`src/rtl/if_fetch_queue.sv`:
```
`default_nettype none
// if_fetch_queue: instruction-fetch reader with a small address/instruction FIFO.
// Issues one word read at a time over req/ack and flushes on redirect.
module if_fetch_queue #(
  parameter int          DEPTH      = 4,
  parameter logic [31:0] RESET_ADDR = 32'h0000_0000
) (
  input  logic                     clk,
  input  logic                     reset,
  input  logic                     redirect,
  input  logic [31:0]              redirect_addr,
  output logic                     mem_req,
  output logic [31:0]              mem_addr,
  input  logic                     mem_ack,
  input  logic [31:0]              mem_rdata,
  output logic                     inst_valid,
  output logic [31:0]              inst,
  output logic [31:0]              inst_pc,
  input  logic                     inst_ready,
  output logic [$clog2(DEPTH):0]   count
);

  localparam int          AW       = $clog2(DEPTH);
  localparam logic [AW:0] DEPTH_C  = DEPTH[AW:0];
  localparam logic [AW:0] CNT_ONE  = 1;
  localparam logic [AW-1:0] PTR_ONE = 1;

  typedef enum logic [1:0] {
    IDLE    = 2'd0,
    REQ     = 2'd1,
    DISCARD = 2'd2
  } state_t;

  state_t          state_q, state_d;
  logic [31:0]     fetch_addr_q, fetch_addr_d;
  logic [31:0]     mem_addr_q, mem_addr_d;
  logic            mem_req_q, mem_req_d;
  logic [AW-1:0]   rd_ptr_q, rd_ptr_d;
  logic [AW-1:0]   wr_ptr_q, wr_ptr_d;
  logic [AW:0]     count_q, count_d;
  logic [31:0]     inst_mem_q [DEPTH];
  logic [31:0]     pc_mem_q   [DEPTH];

  logic            pop;
  logic            push;
  logic [AW:0]     count_pop;
  logic [31:0]     next_addr;
  logic [31:0]     redirect_word;

  // Bit 31 is the supervisor bit and never carries out of the increment.
  assign next_addr     = {fetch_addr_q[31], fetch_addr_q[30:0] + 31'd4};
  assign redirect_word = redirect_addr & 32'hFFFF_FFFC;
  assign pop           = (count_q != '0) && inst_ready;
  assign count_pop     = count_q - (pop ? CNT_ONE : '0);

  always_comb begin
    state_d      = state_q;
    fetch_addr_d = fetch_addr_q;
    mem_addr_d   = mem_addr_q;
    mem_req_d    = mem_req_q;
    push         = 1'b0;

    case (state_q)
      IDLE: begin
        if (redirect) begin
          fetch_addr_d = redirect_word;
        end else if (count_pop < DEPTH_C) begin
          mem_req_d  = 1'b1;
          mem_addr_d = fetch_addr_q;
          state_d    = REQ;
        end
      end
      REQ: begin
        if (redirect) begin
          fetch_addr_d = redirect_word;
          if (mem_ack) begin
            mem_req_d = 1'b0;
            state_d   = IDLE;
          end else begin
            state_d   = DISCARD;
          end
        end else if (mem_ack) begin
          push         = 1'b1;
          fetch_addr_d = next_addr;
          // The new read reserves a slot, so it must still fit after this push.
          if ((count_pop + CNT_ONE) < DEPTH_C) begin
            mem_addr_d = next_addr;
          end else begin
            mem_req_d  = 1'b0;
            state_d    = IDLE;
          end
        end
      end
      DISCARD: begin
        if (redirect) begin
          fetch_addr_d = redirect_word;
        end
        if (mem_ack) begin
          mem_req_d = 1'b0;
          state_d   = IDLE;
        end
      end
      default: begin
        mem_req_d = 1'b0;
        state_d   = IDLE;
      end
    endcase
  end

  always_comb begin
    rd_ptr_d = rd_ptr_q;
    wr_ptr_d = wr_ptr_q;
    count_d  = count_q;
    if (redirect) begin
      rd_ptr_d = '0;
      wr_ptr_d = '0;
      count_d  = '0;
    end else begin
      if (pop)  rd_ptr_d = rd_ptr_q + PTR_ONE;
      if (push) wr_ptr_d = wr_ptr_q + PTR_ONE;
      count_d = count_pop + (push ? CNT_ONE : '0);
    end
  end

  always_ff @(posedge clk or negedge reset) begin
    if (!reset) begin
      state_q      <= IDLE;
      fetch_addr_q <= RESET_ADDR;
      mem_addr_q   <= RESET_ADDR;
      mem_req_q    <= 1'b0;
      rd_ptr_q     <= '0;
      wr_ptr_q     <= '0;
      count_q      <= '0;
    end else begin
      state_q      <= state_d;
      fetch_addr_q <= fetch_addr_d;
      mem_addr_q   <= mem_addr_d;
      mem_req_q    <= mem_req_d;
      rd_ptr_q     <= rd_ptr_d;
      wr_ptr_q     <= wr_ptr_d;
      count_q      <= count_d;
    end
  end

  // Storage needs no reset: entries are only read while count is nonzero.
  always_ff @(posedge clk) begin
    if (push) begin
      inst_mem_q[wr_ptr_q] <= mem_rdata;
      pc_mem_q[wr_ptr_q]   <= fetch_addr_q;
    end
  end

  assign mem_req    = mem_req_q;
  assign mem_addr   = mem_addr_q;
  assign inst_valid = (count_q != '0);
  assign inst       = inst_mem_q[rd_ptr_q];
  assign inst_pc    = pc_mem_q[rd_ptr_q];
  assign count      = count_q;

endmodule
`default_nettype wire

```
`config.mk`:
```
export PLATFORM = sky130hd
export DESIGN_NAME = if_fetch_queue
export DESIGN_NICKNAME = d
export VERILOG_FILES = /design/src/rtl/if_fetch_queue.sv
export SDC_FILE = /design/constraint.sdc
export NUM_CORES = 1
export LEC_CHECK = 0
export ABC_AREA = 1
export CAP_MARGIN = 20
export CORE_ASPECT_RATIO = 1.25
export CORE_MARGIN = 2
export CORE_UTILIZATION = 55
export DETAILED_ROUTE_END_ITERATION = 7
export PLACE_DENSITY_LB_ADDON = 0.1
export RECOVER_POWER = 50
export SLEW_MARGIN = 15
export SYNTH_ARGS = -nofsm -noshare
export SYNTH_HDL_FRONTEND = slang
export SYNTH_SLANG_ARGS = --single-unit
export TNS_END_PERCENT = 50
```
`constraint.sdc`:
```
create_clock -name clk -period 8.52 [get_ports clk]
set_input_delay 2.13 -clock clk [delete_from_list [all_inputs] [get_ports clk]]
set_output_delay 2.13 -clock clk [all_outputs]
set_load 0.02 [all_outputs]
```
==> results summary <==
Entering global routing, the biggest net connects 73 pins. The last weighted congestion value of the routability-driven placer is 0.888. The sum of routed wire length over all layers came out at 29800 um.

The cell area that synthesis handed to floorplanning was 13500 um2. The maximum clock path buffer count came out at 3. In the post-synthesis netlist, the cell with the most instances is sky130_fd_sc_hd__edfxtp_1. The final hold slack is 0.475 ns.

Sorting the synthesized cells by area gives the leading types as sky130_fd_sc_hd__edfxtp_1, sky130_fd_sc_hd__dfrtp_1, sky130_fd_sc_hd__nand2_1. The share of flip-flops with an asynchronous set or reset is 0.220. The count of H-tree levels built during CTS came out at 1. The setup slack of the most critical reg-to-reg path is 4.07 ns. The TritonCTS sink count is 318.

The count of unique library cells instantiated by Yosys came out at 38. The number of diodes came out at 0. Setup repair after global routing left no endpoint under its margin. At the pin with the least slew margin, the transition time is 3.80 ns. CTS placed an instance of sky130_fd_sc_hd__clkbuf_16 at the clock tree root. The routed layout has 9472 vias. The combined global-route utilization of all metal layers came out at 0.226. STA classifies the critical path startpoint as a primary input. The clock reaches the later pin of the worst-skew pair after 0.54 ns. The post-CTS setup-driven buffer insertion count is 0. The maximum VDD drop came out at 0.000229 V.

In this run the mean area of a mapped cell was 10.7 um2. The chip height is 179 um. In the synthesized netlist the dominant register cell turns out to be sky130_fd_sc_hd__edfxtp_1. The portion of the post-synthesis area used by sequential elements is 0.680. The number of antenna violations at the first check in global routing came out at 0. The total clock buffers created by CTS came out at 29.

The number of buffers inserted by hold repair at cts came out at 0. From left edge to right edge, the die measures 144 um. The path type of the worst setup path is primary input to register. The number of synthesized flops with an enable pin came out at 248. The number of warnings printed during yosys synthesis is 0.

TritonCTS built the clock tree. The effective utilization at floorplan came out at 0.556. The achievable clock frequency came out at 0.157 GHz. The number of core rows came out at 64. The placeable core area came out at 24300 um2. In the synthesized netlist, the cells that appear most often are sky130_fd_sc_hd__edfxtp_1, sky130_fd_sc_hd__nand2_1, sky130_fd_sc_hd__nor2_1. The ratio of cells with drive above 1 in the final layout came out at 0.0547. The hold violation total from the final report came out at 0. The largest fanout on the critical path is 34.

For this block, the initial DRC count from the detailed router was 719. The max-slew headroom at the worst pin came out at -1.54. The first-pass detailed-route iteration total is 5.

STA classifies the critical path endpoint as a register. The largest total area in the synthesized netlist belongs to sky130_fd_sc_hd__edfxtp_1. On the final layout, the worst clock skew is 0.00994 ns. The final critical path time including I/O delays and setup is 6.37 ns. The analysis attributes to cell leakage a power of 6.15 nW.

The count of cells resized by post-cts repair came out at 0. The first-pass GRT wire length came out at 45500 um. The run finished, with violations left.

For the final routed database, the setup TNS stands at 0 ns. Data arrives at the worst endpoint at 6.79 ns. The wire length per cell after detailed routing is 17.0 um. The number of global-route vias before repair was 8983. The post-synthesis to final-layout area growth is 20.7%. The post-synthesis cell count is 1264. The detail-routed via count per cell is 5.39. The die area is 25900 um2. The aggregate global routing overflow came out at 0. In this run the power density over the cells is 323 nW/um2. The proportion of netlist area held by the largest area contributor came out at 0.550. The post-detailed-placement half-perimeter wirelength is 17800 um. The boundary pin count came out at 170. The count of nets left with antenna violations once routing finished came out at 0. Of the available clock period, the critical path in the final layout requires 0.748. The final-report max-slew violation count came to 106.

The required time of the critical path is 8.94 ns. The quantity of I/O buffers inserted on ports came out at 163. The number of synthesized register bits is 318. The worst hold-check path type is register to register. The max-cap violation count is 2. After clock tree synthesis, the clock-pin slew on the worst setup and hold paths is 0.06 ns.

The count of unresolved DRC violations after routing is 0. Setup violations remaining at the end of the flow were counted as 0. The final reports fail on capacitance limit, slew limit. The total number of nets in the final design came out at 1483.
==> area by class of cell <==
class | count | area (um2)
Timing Repair Buffer | 173 | 1700
Inverter | 66 | 249
Clock buffer | 47 | 918
Sequential cell | 318 | 9200
Tap cell | 330 | 413
Multi-Input combinational cell | 817 | 3800
Clock inverter | 6 | 53.8
Fill cell | 1895 | 8010
==> layer usage <==
layer | routed length (um) | GRT usage
met5 | 0 | 0
met1 | 12500 | 0.294
met4 | 847 | 0.0756
met3 | 1630 | 0.0306
met2 | 14800 | 0.393
==> metrics by stage <==
stage | instance area (um2) | setup WS (ns) | std cells | util | power (W)
after global placement | 15400 | 3.20 | 1704 | 0.632 | 0.00402
after detailed placement | 15400 | 3.13 | 1704 | 0.632 | 0.00406
after CTS | 16400 | 2.55 | 1757 | 0.672 | 0.00535
final | 16300 | 2.15 | 1757 | 0.671 | 0.00528
after global routing | 16300 | 1.77 | 1757 | 0.671 | 0.00558
after floorplan | 13500 | 2.89 | 1267 | - | 0.00331
==> critical path, cell delays in order <==
cell and delay, ns:
sky130_fd_sc_hd__dlygate4sd3_1 0.61, sky130_fd_sc_hd__inv_1 0.28, sky130_fd_sc_hd__nor2_1 0.11, sky130_fd_sc_hd__a21oi_1 2.02, sky130_fd_sc_hd__inv_1 1.13, sky130_fd_sc_hd__o21ai_0 0.49
==> cell usage in the layout, fill, tap and decap left out, drive strengths merged <==
master	count
a21oi	15
a22o	1
a31oi	1
and2	2
buf	10
bufinv	1
clkbuf	48
clkdlybuf4s50	93
clkinv	7
conb	4
dfrtp	70
dlygate4sd3	69
edfxtp	248
ha	9
inv	64
mux2	1
nand2	244
nand3	65
nand3b	1
nand4	3
nor2	234
o211ai	5
o21ai	156
o22ai	68
or2	2
xnor2	1
xor2	5
==> state kept, by name (all words and copies together), names as in the netlist <==
name          flops
mem_addr         30
count             3
wr_ptr_q          2
pc_mem_q        120
mem_req           1
inst_mem_q      128
fetch_addr_q     30
rd_ptr_q          2
state_q           2
==> report_power, final <==
group	leakage [nW]	switching (W)	internal, W
Clock	0.485	0.000530	0.000762
Sequential	3.10	0.000251	0.00194
Combinational	2.57	0.00112	0.000680
Total	6.15	0.00190	0.00338
==> logic make-up after synthesis <==
| family | Yosys count | share of synthesized area |
|---|---|---|
| compound gates | 246 | 0.0997 |
| xor+xnor | 6 | 0.00388 |
| fa+ha+maj | 9 | 0.00832 |
| buf+inv | 132 | 0.0411 |
| flops | 318 | 0.680 |
| mux | 1 | 0.000832 |
| other cells | 1 | 0.000277 |
| simple gates | 551 | 0.166 |
==> worst paths after layout <==
path / startpoint / cells past startpoint / end
max in group asynchronous: reset / 2 / rd_ptr_q[0]$_DFFE_PN0P_
worst min-delay path: mem_addr[31]$_DFFE_PN0P_ / 2 / mem_addr[31]$_DFFE_PN0P_
worst min register to register: mem_addr[31]$_DFFE_PN0P_ / 2 / mem_addr[31]$_DFFE_PN0P_
worst max-delay path: redirect / 6 / fetch_addr_q[14]$_DFFE_PN0P_
min in group asynchronous: reset / 2 / count[0]$_DFF_PN0_
worst max register to register: state_q[0]$_DFFE_PN0P_ / 5 / fetch_addr_q[14]$_DFFE_PN0P_
No activity file was read; power rests on OpenSTA's default activity.
